[config.mk]
export PLATFORM = sky130hd
export DESIGN_NAME = sv_remapper_multitap
export DESIGN_NICKNAME = d
export VERILOG_FILES = /design/src/rtl/sv_remapper_pkg.sv /design/src/rtl/sv_remapper_multitap_bank.sv /design/src/rtl/sv_remapper_multitap.sv
export SDC_FILE = /design/constraint.sdc
export NUM_CORES = 1
export LEC_CHECK = 0
export BUFFER_PORTS_ARGS = -buffer_cell sky130_fd_sc_hd__clkbuf_2
export CAP_MARGIN = 20
export CORE_MARGIN = 4
export CORE_UTILIZATION = 65
export CTS_BUF_LIST = sky130_fd_sc_hd__clkbuf_16
export DETAILED_ROUTE_END_ITERATION = 8
export HOLD_SLACK_MARGIN = 0.15
export PLACE_DENSITY_LB_ADDON = 0.05
export SYNTH_ARGS = -nofsm -noshare
export SYNTH_HDL_FRONTEND = slang
export SYNTH_SLANG_ARGS = --single-unit
[constraint.sdc]
create_clock -name i_clk -period 6.2 [get_ports i_clk]
set_input_delay 1.24 -clock i_clk [delete_from_list [all_inputs] [get_ports i_clk]]
set_output_delay 1.24 -clock i_clk [all_outputs]
set_load 0.01 [all_outputs]
[src/rtl/sv_remapper_pkg.sv]
// sv_remapper_pkg
//   Shared types and helpers for the multitap remapper.
//   - DEF_*      : default geometry (8-bit pixels, 64-pixel kernel, 4 taps)
//   - SEG, IDX_W : pixels per tap and kernel index width for the defaults
//   - pixel_t    : one pixel at the default width
//   - remap_pos  : input beat index -> linear output position
package sv_remapper_pkg;

  localparam int DEF_DATA_WIDTH = 8;
  localparam int DEF_KERNEL     = 64;
  localparam int DEF_TAPS       = 4;
  localparam int SEG            = DEF_KERNEL / DEF_TAPS;
  localparam int IDX_W          = $clog2(DEF_KERNEL);

  typedef logic [DEF_DATA_WIDTH-1:0] pixel_t;

  typedef enum logic {W_IDLE, W_FILL}   wr_state_e;
  typedef enum logic {R_IDLE, R_STREAM} rd_state_e;

  // Beat idx carries tap t = idx % taps, sample p = idx / taps. Tap t owns
  // output segment t; mirror mode walks each segment backwards.
  function automatic int remap_pos(input int idx, input logic odd,
                                   input int taps, input int kernel);
    int seg, t, p;
    seg = kernel / taps;
    t   = idx % taps;
    p   = idx / taps;
    return t * seg + (odd ? (seg - 1 - p) : p);
  endfunction

endpackage

[src/rtl/sv_remapper_multitap_bank.sv]
// remap_kernel_bank
//   One kernel of pixel storage: a KERNEL x DATA_WIDTH register array with
//   one synchronous write port and one combinational read port.
//   Ports: i_clk; wr_en/wr_addr/wr_data (write); rd_addr -> rd_data (read).
module remap_kernel_bank #(
  parameter int DATA_WIDTH = 8,
  parameter int KERNEL     = 64,
  parameter int AW         = $clog2(KERNEL)
) (
  input  logic                  i_clk,
  input  logic                  wr_en,
  input  logic [AW-1:0]         wr_addr,
  input  logic [DATA_WIDTH-1:0] wr_data,
  input  logic [AW-1:0]         rd_addr,
  output logic [DATA_WIDTH-1:0] rd_data
);

  logic [KERNEL-1:0][DATA_WIDTH-1:0] mem;

  // Pixel storage needs no reset: bank full flags gate every read.
  always_ff @(posedge i_clk) begin
    if (wr_en) mem[wr_addr] <= wr_data;
  end

  assign rd_data = mem[rd_addr];

endmodule

[src/rtl/sv_remapper_multitap.sv]
// sv_remapper_multitap
//   Reorders tap-interleaved sensor kernels into linear pixel order through a
//   ping-pong pair of kernel banks and regenerates tuser/tlast from the
//   programmed frame geometry. One pixel per beat in and out, full backpressure.
//   Ports:
//     i_clk, i_reset (sync, active high)
//     i_width, i_height : frame geometry (quasi-static)
//     i_odd_kernel      : mirror mode, taken at the first beat of each kernel
//     s_axis_*          : input stream (tdata/tvalid/tuser/tready)
//     m_axis_*          : output stream (tdata/tvalid/tuser/tlast/tready)
//     o_frame_err       : sticky, tuser arrived mid-kernel
module sv_remapper_multitap
  import sv_remapper_pkg::*;
#(
  parameter int DATA_WIDTH = DEF_DATA_WIDTH,
  parameter int KERNEL     = DEF_KERNEL,
  parameter int TAPS       = DEF_TAPS
) (
  input  logic                  i_clk,
  input  logic                  i_reset,
  input  logic [12:0]           i_width,
  input  logic [12:0]           i_height,
  input  logic                  i_odd_kernel,
  input  logic [DATA_WIDTH-1:0] s_axis_tdata,
  input  logic                  s_axis_tvalid,
  input  logic                  s_axis_tuser,
  output logic                  s_axis_tready,
  output logic [DATA_WIDTH-1:0] m_axis_tdata,
  output logic                  m_axis_tvalid,
  output logic                  m_axis_tuser,
  output logic                  m_axis_tlast,
  input  logic                  m_axis_tready,
  output logic                  o_frame_err
);

  localparam int AW = $clog2(KERNEL);
  localparam logic [AW-1:0] LAST_IDX = AW'(KERNEL - 1);

  wr_state_e wr_st;
  rd_state_e rd_st;

  logic [1:0]                 full, full_nxt, sof_tag;
  logic                       wr_bank, wr_bank_nxt, rd_bank;
  logic [AW-1:0]              wr_idx, eff_idx, wr_addr, rd_idx;
  logic                       odd_lat, kern_sof;
  logic                       xfer, restart, wr_done, adv, rd_load, rd_done;
  logic [1:0][DATA_WIDTH-1:0] bank_rd;
  logic [12:0]                col, row, col_use, row_use;
  logic                       eol;

  // ---------------- write side ----------------
  assign xfer    = s_axis_tvalid & s_axis_tready;
  // tuser in the middle of a kernel abandons it; this beat starts a new one.
  assign restart = s_axis_tuser && (wr_st == W_FILL);
  assign eff_idx = restart ? '0 : wr_idx;
  assign wr_addr = AW'(remap_pos(int'(eff_idx),
                                 (eff_idx == '0) ? i_odd_kernel : odd_lat,
                                 TAPS, KERNEL));
  assign wr_done = xfer && (eff_idx == LAST_IDX);

  // ---------------- read side ----------------
  assign adv     = ~m_axis_tvalid | m_axis_tready;
  assign rd_load = adv & full[rd_bank];
  assign rd_done = rd_load && (rd_idx == LAST_IDX);

  // Write only targets a non-full bank, read only a full one, so a set and a
  // clear in the same cycle always land on different banks.
  always_comb begin
    full_nxt = full;
    if (rd_done) full_nxt[rd_bank] = 1'b0;
    if (wr_done) full_nxt[wr_bank] = 1'b1;
  end
  assign wr_bank_nxt = wr_bank ^ wr_done;

  // A sof-tagged bank restarts the raster at its first pixel.
  always_comb begin
    col_use = col;
    row_use = row;
    if (rd_st == R_IDLE && sof_tag[rd_bank]) begin
      col_use = '0;
      row_use = '0;
    end
  end
  assign eol = (col_use == i_width - 13'd1);

  for (genvar b = 0; b < 2; b++) begin : g_bank
    remap_kernel_bank #(.DATA_WIDTH(DATA_WIDTH), .KERNEL(KERNEL)) u_bank (
      .i_clk  (i_clk),
      .wr_en  (xfer && (wr_bank == 1'(b))),
      .wr_addr(wr_addr),
      .wr_data(s_axis_tdata),
      .rd_addr(rd_idx),
      .rd_data(bank_rd[b])
    );
  end

  always_ff @(posedge i_clk) begin
    if (i_reset) begin
      wr_st         <= W_IDLE;
      rd_st         <= R_IDLE;
      full          <= '0;
      sof_tag       <= '0;
      wr_bank       <= 1'b0;
      rd_bank       <= 1'b0;
      wr_idx        <= '0;
      rd_idx        <= '0;
      odd_lat       <= 1'b0;
      kern_sof      <= 1'b0;
      col           <= '0;
      row           <= '0;
      s_axis_tready <= 1'b0;
      m_axis_tdata  <= '0;
      m_axis_tvalid <= 1'b0;
      m_axis_tuser  <= 1'b0;
      m_axis_tlast  <= 1'b0;
      o_frame_err   <= 1'b0;
    end else begin
      full          <= full_nxt;
      wr_bank       <= wr_bank_nxt;
      s_axis_tready <= ~full_nxt[wr_bank_nxt];

      // write FSM
      if (xfer) begin
        if (eff_idx == '0) begin
          odd_lat  <= i_odd_kernel;
          kern_sof <= s_axis_tuser;
        end
        if (restart) o_frame_err <= 1'b1;
        if (wr_done) begin
          sof_tag[wr_bank] <= kern_sof;
          wr_idx           <= '0;
          wr_st            <= W_IDLE;
        end else begin
          wr_idx <= eff_idx + AW'(1);
          wr_st  <= W_FILL;
        end
      end

      // read FSM feeding the output register
      if (adv) begin
        if (full[rd_bank]) begin
          m_axis_tdata  <= bank_rd[rd_bank];
          m_axis_tvalid <= 1'b1;
          m_axis_tuser  <= (col_use == '0) && (row_use == '0);
          m_axis_tlast  <= eol;
          col           <= eol ? '0 : col_use + 13'd1;
          if (eol) row  <= (row_use == i_height - 13'd1) ? '0 : row_use + 13'd1;
          else     row  <= row_use;
          if (rd_done) begin
            rd_idx  <= '0;
            rd_bank <= ~rd_bank;
            rd_st   <= R_IDLE;
          end else begin
            rd_idx <= rd_idx + AW'(1);
            rd_st  <= R_STREAM;
          end
        end else begin
          m_axis_tvalid <= 1'b0;
          m_axis_tuser  <= 1'b0;
          m_axis_tlast  <= 1'b0;
        end
      end
    end
  end

endmodule
---- Word-level counts from Yosys, hierarchy flattened ----
Index checks and enable logic that the tools add are counted.
word-level totals
  input port bits ......................... 40
  output and inout port bits .............. 13
  word-level logic and storage cells ...... 234
  flip-flop bits (word level) ............. 1085
cells by class
  add/sub/neg operators ................... 8
  equality and inequality tests ........... 4
  $lt $le $gt $ge ......................... 8
  reductions and logical operators ........ 18
  muxes and demuxes ....................... 38
  bitwise gates (word level) .............. 12
operator list
  cell                   number
  $bwmux 512             2
  $bmux 8 s6             2
  $mux 13                5
  $demux 8 s6            1
  $mux 8                 5
  $add 13x1->13 const B  2
  $eq 13x13->1           2
  $logic_not 13->1       2
  $sub 13x1->13 const B  2
  $mux 6                 4
  $lt 6x7->1 const B     2
  $mux 1                 14
  $add 6x1->6 const B    2
  $eq 6x6->1 const B     2
  $logic_and 1x1->1      10
  $reduce_and 2->1       4
  $add 6x6->6            1
  $ge 6x1->1 const B     1
  $logic_not 6->1        1
  $lt 1x2->1 const B     3
  $not 1->1              5
  $sub 4x4->5 const A    1
  $mux 2                 2
  $reduce_and 3->1       1
  other kinds (9)        12

---- Logic depth before layout (Yosys ltp) ----
Gate-level depths: netlist of run 1.
  depth in word-level cells ............... 12
  depth in mapped cells ................... 16
  gate-level depth less buffers ........... 13

---- Cells and area by module ----
Synthesis of run 1 repeated with hierarchy kept, for this count alone.
second synthesis, totals
  cell total of the unflattened synthesis .. 2434
  area, all modules ....................... 44498.9 um^2
modules (own cells, without submodules)
  module                seq. area each (um^2)  area an instance (um^2)  instances  cells each
  remap_kernel_bank     15374.7                19989.2                  2          924
  sv_remapper_multitap  1221.2                 4520.6                   1          586

---- Worst setup path after synthesis of run 1 ----
Ideal clock, no wire load.
  path type ............................... input port to flip-flop
  from .................................... input s_axis_tuser
  to ...................................... register g_bank[0].u_bank.mem[208] in the netlist's numbering (enable)
  path buffers ............................ 2
  required time ........................... 5830 ps
  data arrival time ....................... 3726 ps
  setup time .............................. 370 ps
  slack ................................... 2104 ps
  cell stages on the path ................. 11
  path through ............................ nand2_1 clkbuf_1 nand2_1 ha_1 o21ai_0 mux2i_1 nand2b_1 o22ai_1 nand2_1 clkbuf_1 nor2_1
RTL lines
  item                           RTL line                         text
  start, declared                sv_remapper_multitap.sv:26       input logic s_axis_tuser,
  end signal, assigned by index  sv_remapper_multitap_bank.sv:22  if (wr_en) mem[wr_addr] <= wr_data;
  end, declared                  sv_remapper_multitap_bank.sv:18  logic [KERNEL-1:0][DATA_WIDTH-1:0] mem;

==> impl_metrics.py, run 1 <==
metrics = {
    "sta": {
        "fmax_ghz": 0.208,
        "post-route-min-period_ns": 4.81,
        "drv_slew": 0,
        "worst_slew_pin_slew_ns": 1.16,
        "finalSetupTns_ns": 0,
        "hold_viol": 0,
        "slew_headroom": 0.210,
        "grt_setup_unrepaired": "false",
        "skew_ns": 0.0476,
        "finalCritPeriodShare": 0.775,
        "setup-violations-final": 0,
    },
    "grt": {
        "grt_pass1_vias": 22590,
        "grt-ovfl-total": 0,
        "track_usage": 0.301,
        "grt_pass1_wl_um": 156000,
        "grt_max_degree": 79,
        "antenna_found_initial": 2,
    },
    "cts": {
        "cts_resized": 0,
        "clk_pin_slew_worst_paths_ns": 0.06,
        "insertion_delay_ns": 0.68,
        "clockBufferDepth": 3,
        "clock-sinks": 1085,
        "post_cts_buffers": 0,
        "cts-root-buf": "clkbuf_16",
        "cts_tree": "yes",
        "postCtsHoldBufs": 0,
        "htreeDepth": 3,
        "tritoncts.num_buffers": 102,
    },
    "power": {
        "vdd_ir_drop_max_mv": 0.303,
        "power_density_nw_per_um2": 298,
        "p_leak_nw": 14.8,
        "power_w": 0.0144,
        "combPwrFrac": 0.020,
        "p_sw_w": 0.00293,
        "p_clk_frac": 0.424,
        "p_seq_frac": 0.556,
        "internal-power_w": 0.0115,
        "switching_share": 0.203,
    },
    "drt": {
        "drt_iter0_drc": 2899,
        "met1_length_um": 40600,
        "via_count": 22790,
        "dr.pass1.iters": 5,
        "vias_per_cell": 6.99,
        "route.met3.wl_um": 9900,
        "wl_met2_um": 51100,
        "routed.top_layer": "met5",
        "antenna_left": 0,
        "routed_wl_um": 105000,
        "wl_per_cell_um": 32.1,
        "route.detailed.drc": 0,
    },
    "final_layout": {
        "fillers": 3798,
        "fin_nets": 2366,
        "register_area_um2": 32000,
        "multi_input_area_um2": 11200,
        "diodes": 0,
        "syn_to_final_growth_pct": 10.9,
        "drive_above_1_share": 0.256,
    },
    "synth": {
        "yosys.area.top_type": "edfxtp_1",
        "yosysWarnings": 0,
        "synth_edf_count": 1024,
        "synth-main-ff-cell": "edfxtp_1",
        "ys_async_sr_fraction": 0,
        "synthCells": 2222,
        "synth_nets": 2275,
        "synthTopCellsByArea": "edfxtp_1 (70%), mux4_2 (17%), dfxtp_1 (2.8%)",
        "post-synth-top-count-cell": "edfxtp_1",
        "ys_ff_latch": 1085,
        "synth.yosys.seq_area_share": 0.731,
        "synth_top_area_share": 0.703,
        "synth_common_cells": "edfxtp_1 (1024), mux4_2 (324), nor2_1 (196)",
        "postSynthAreaPerCell_um2": 19.7,
        "synthDistinctLibCells": 73,
        "netlist_area_um2": 43700,
    },
    "critical_path": {
        "crit_type": "in2reg",
        "path_max_fanout": 11,
        "rr_worst_depth": 13,
        "crit_top_cell": "nand2_1",
        "startpoint_type": "input port",
        "critPathArrivalTime_ns": 5.11,
        "slowest_stage": "mux2i_1",
        "cp-end-kind": "register",
        "cp.required_ns": 6.50,
        "crit_path_cell_trace": "clkbuf_2, nand2_1, nand2_1, ha_1, o21ai_0, mux2i_1, nand2b_1, o22ai_1, nand2_1, buf_4, nor2_1",
        "cp_slowest_stage_delay_ns": 0.85,
    },
    "die": {
        "die_x_um": 267,
        "design.die.area_um2": 71500,
        "coreArea_um2": 66200,
        "initial_core_util": 0.660,
        "die_y_um": 267,
        "pin_count": 53,
        "std_cell_rows": 94,
    },
    "placement": {
        "place_congestion": 0.897,
        "numPortBuffers": 52,
        "dpl.hpwl_um": 64400,
    },
    "worst_hold_path": {
        "hold_path.class": "reg2reg",
        "holdPathStages": 2,
    },
    "run": {
        "drv_cap": 0,
    },
    "status": {
        "status": "finished clean",
    },
}
[cell families after synthesis]
group / count (synthesis) / synth area share
flip-flops: 1085 / 0.731
AND/OR/NAND/NOR: 420 / 0.0458
multiplexers: 358 / 0.175
AO/OA/AOI/OAI: 168 / 0.0250
buffers and inverters: 151 / 0.0134
XOR/XNOR: 27 / 0.00604
adder cells (fa/ha/maj): 13 / 0.00372
[final timing paths]
path | start | to | slack (ns)
max reg2reg | rd_bank | row[12] | 1.62
min reg2reg | wr_idx[0] | wr_idx[0] | 0.48
min | wr_idx[0] | wr_idx[0] | 0.48
max | s_axis_tuser | g_bank[0].u_bank.mem[22] | 1.39
[per-layer routing]
layer	up-vias	GRT usage
li1	9384	-
met1	11889	0.451
met2	1346	0.475
met3	169	0.0514
met4	2	0.0855
met5	-	0
[sequential cells by signal (all words and copies together), names as in the netlist]
name / flops
o_frame_err: 1
row: 13
m_axis_tlast: 1
m_axis_tvalid: 1
wr_st: 1
s_axis_tready: 1
kern_sof: 1
g_bank.u_bank.mem: 1024
rd_idx: 6
wr_bank: 1
m_axis_tdata: 8
col: 13
sof_tag: 2
m_axis_tuser: 1
wr_idx: 6
rd_bank: 1
rd_st: 1
odd_lat: 1
full: 2
[final cells by class]
type                            count  area share
Multi-Input combinational cell    986       0.231
Inverter                           22     0.00175
Tap cell                          864      0.0223
Clock buffer                      102      0.0526
Timing Repair Buffer              116      0.0170
Clock inverter                     86      0.0156
Sequential cell                  1085       0.660
[cells in the final DEF (no fill, tap or decap), drive strengths merged, types with 6 or more instances in the layout]
cell type / instances
a211oi: 12
a21oi: 43
a22oi: 11
a31oi: 7
and3: 10
buf: 72
bufinv: 10
clkbuf: 146
clkinv: 50
clkinvlp: 6
dfxtp: 61
edfxtp: 1024
ha: 13
inv: 42
mux2i: 33
mux4: 324
nand2: 76
nand2b: 12
nand3: 23
nand4: 20
nor2: 199
nor3: 15
nor4: 14
o21ai: 36
o221ai: 8
o22ai: 9
o31ai: 9
or3: 7
or4: 11
xnor2: 17
xor2: 8
[critical path: cells and delay by family]
kind	cells	cell delay, ns
buffers and inverters	2	0.53
adders and majority gates	1	0.30
AOI/OAI and AO/OA	2	0.37
and+or+nand+nor	5	1.81
muxes	1	0.85
[stage by stage]
| stage | std cells | worst slack (ns) | utilization | hold slack [ns] | cell area (um2) |
|---|---|---|---|---|---|
| detailed placement | 3072 | 0.710 | 0.682 | 0.471 | 45200 |
| CTS | 3260 | 1.45 | 0.732 | 0.479 | 48500 |
| floorplan | 2222 | 2.10 | - | 0.441 | 43700 |
| finish | 3261 | 1.39 | 0.732 | 0.482 | 48500 |
| global route | 3261 | 1.21 | 0.732 | 0.502 | 48500 |
| global placement | 3072 | 0.953 | 0.682 | 0.449 | 45200 |
[power by group through the flow]
| stage | sequential [W] | combinational, W | clock (W) |
|---|---|---|---|
| 2_1_floorplan | 0.00818 | 0.0000869 | 0 |
| 3_3_place_gp | 0.00818 | 0.000277 | 0 |
| 3_5_place_dp | 0.00819 | 0.000283 | 0 |
| 4_1_cts | 0.00803 | 0.000284 | 0.00618 |
| 5_1_grt | 0.00802 | 0.000305 | 0.00653 |
| 6_report | 0.00803 | 0.000285 | 0.00612 |
Power figures use the tool's default switching activity.
==> run 2, diff against run 1 <==
ABC_AREA = 1   (was unset)
CORE_UTILIZATION = 63   (was 65)
clock period = 5 ns   (was 6.2 ns; I/O delays follow)
==> run 2 against run 1 <==
Net effect: synthesized cell count increased by 77%; non-clock buffer count grew 71; global-route usage up 1.4 points; final cell count increased by 53%; highest routed layer is now met4; largest cell class unchanged; area after synthesis increased by 5.0%.
==> impl_metrics.py, run 2 <==
metrics = {
    "worst_hold_path": {
        "min_to": "m_axis_tdata[3]",
        "holdPathStages": 2,
        "hold_path.class": "reg2reg",
        "min-delay-start": "m_axis_tdata[3]",
    },
    "synth": {
        "synth-main-ff-cell": "edfxtp_1",
        "ys_ff_latch": 1085,
        "synth.yosys.seq_area_share": 0.696,
        "yosys.area.top_type": "edfxtp_1",
        "synth_nets": 3982,
        "synthDistinctLibCells": 46,
        "post-synth-top-count-cell": "edfxtp_1",
        "synth_top_area_share": 0.670,
        "netlist_area_um2": 45900,
        "synthTopCellsByArea": "edfxtp_1 (67%), nor2_1 (6.0%), o21ai_0 (5.8%)",
        "postSynthAreaPerCell_um2": 11.7,
        "synth_edf_count": 1024,
        "synth_common_cells": "edfxtp_1 (1024), nor2_1 (730), o21ai_0 (531)",
        "synthCells": 3929,
        "yosysWarnings": 0,
        "ys_async_sr_fraction": 0,
    },
    "cts": {
        "clock-sinks": 1085,
        "tritoncts.num_buffers": 105,
        "insertion_delay_ns": 0.66,
        "cts-root-buf": "clkbuf_16",
        "cts_tree": "yes",
        "clk_pin_slew_worst_paths_ns": 0.06,
        "postCtsHoldBufs": 0,
        "post_cts_buffers": 0,
        "htreeDepth": 3,
        "cts_resized": 0,
        "clockBufferDepth": 3,
    },
    "critical_path": {
        "path_max_fanout": 13,
        "startpoint": "s_axis_tuser",
        "reg2reg_slack_ns": 1.39,
        "r2r-end": "g_bank[1].u_bank.mem[484]",
        "cp-end-kind": "register",
        "startpoint_type": "input port",
        "critPathArrivalTime_ns": 4.15,
        "crit_type": "in2reg",
        "cp.required_ns": 5.37,
        "rr_worst_depth": 17,
        "r2r-start": "wr_st",
    },
    "run": {
        "drv_cap": 0,
    },
    "grt": {
        "antenna_found_initial": 1,
        "grt_max_degree": 196,
        "grt_pass1_vias": 31249,
        "grt_pass1_wl_um": 187000,
        "grt-ovfl-total": 0,
        "track_usage": 0.316,
    },
    "sta": {
        "setup-violations-final": 0,
        "finalSetupTns_ns": 0,
        "worst_slew_pin_slew_ns": 1.13,
        "grt_setup_unrepaired": "false",
        "slew_headroom": 0.249,
        "whs_ns": 0.463,
        "fmax_ghz": 0.265,
        "finalCritPeriodShare": 0.755,
        "hold_viol": 0,
        "post-route-min-period_ns": 3.78,
        "drv_slew": 0,
        "skew_ns": 0.0205,
        "layout_setup_ws_ns": 1.22,
    },
    "drt": {
        "drt_iter0_drc": 4011,
        "routed_wl_um": 124000,
        "dr.pass1.iters": 7,
        "vias_per_cell": 6.48,
        "antenna_left": 0,
        "via_count": 32381,
        "wl_per_cell_um": 24.9,
        "route.detailed.drc": 0,
    },
    "status": {
        "status": "finished clean",
    },
    "placement": {
        "post-place-ws_ns": 0.543,
        "place_area_um2": 47500,
        "place_congestion": 0.931,
        "dpl.hpwl_um": 73100,
        "numPortBuffers": 52,
    },
    "final_layout": {
        "final_cell_mix": "edfxtp_1 (1024), nor2_1 (729), o21ai_0 (531), nand2_1 (373), nand3_1 (253)",
        "syn_to_final_growth_pct": 11.3,
        "layout_commonest_cell": "edfxtp_1",
        "largest_register": "g_bank.u_bank.mem",
        "fin_nets": 4014,
        "top_regs": "g_bank.u_bank.mem (1024), col (13), row (13)",
        "fin_area_um2": 51100,
        "drive_above_1_share": 0.117,
        "largest_reg_flops": 1024,
    },
    "die": {
        "std_cell_rows": 98,
        "die_x_um": 278,
        "coreArea_um2": 71900,
        "pin_count": 53,
        "initial_core_util": 0.639,
        "design.die.area_um2": 77300,
        "die_y_um": 278,
    },
    "power": {
        "power_density_nw_per_um2": 366,
        "vdd_ir_drop_max_mv": 0.384,
        "p_leak_nw": 17.2,
    },
}
[run 2: cell type report]
type                    instances  area [um2]
diodes                          1        2.50
clock buffers                 107        2680
clock inverters                88         930
fillers                      4915       20800
inverters                     121         469
multi-input cells            2461       12400
flip-flops and latches       1085       32000
well taps                     950        1190
repair buffers                187        1460
[run 2: critical path, cell delays in order]
cell and delay [ns]:
clkbuf_2 0.12, nand2_2 0.15, inv_4 0.07, nor2_1 0.18, inv_1 0.11, ha_1 0.23
nand2_1 0.09, nor2_2 0.04, nand3_2 0.09, nand2_2 0.11, nand2_8 0.13, xor2_2 0.22
inv_2 0.10, nor2_4 0.12, nand2_2 0.48, buf_4 0.37, nor3_1 0.29, buf_4 0.24
[run 2: worst max-delay path by stage]
| stage | to | slack [ns] | cells past startpoint |
|---|---|---|---|
| floorplan | g_bank[1].u_bank.mem[128] | 1.30 | 17 |
| global placement | g_bank[1].u_bank.mem[481] | 0.60 | 19 |
| detailed placement | g_bank[1].u_bank.mem[482] | 0.54 | 19 |
| CTS | g_bank[1].u_bank.mem[482] | 1.24 | 19 |
| global route | g_bank[1].u_bank.mem[318] | 1.08 | 16 |
| finish | g_bank[1].u_bank.mem[484] | 1.22 | 18 |
[run 2: stage by stage]
step | total power, W | cells | utilization
finish | 0.0187 | 5000 | 0.711
global route | 0.0192 | 5000 | 0.711
CTS | 0.0187 | 4999 | 0.711
detailed placement | 0.0106 | 4804 | 0.661
global placement | 0.0106 | 4804 | 0.661
floorplan | 0.0103 | 3929 | -
[run 2: logic make-up (layout without fill, tap and decap cells)]
group,count (synthesis),after routing,share of synthesized area
compound gates,856,856,0.110
xor+xnor,13,13,0.00346
fa+ha+maj,13,13,0.00354
buf+inv,383,503,0.0342
flops,1085,1085,0.696
mux,8,8,0.00174
other cells,0,1,0
simple gates,1571,1571,0.151
[run 2: power breakdown]
group	leakage (nW)	internal [W]	total [W]	switching, W
registers	9.70	0.00994	0.00995	0.00000491
clock network	1.78	0.00483	0.00822	0.00339
logic	5.74	0.0000880	0.000503	0.000415
[run 2: layer usage]
metal  wire, um  GRT usage
met4       5270      0.124
met1      47500      0.432
met5          0          0
met2      58700      0.506
met3      12900     0.0662
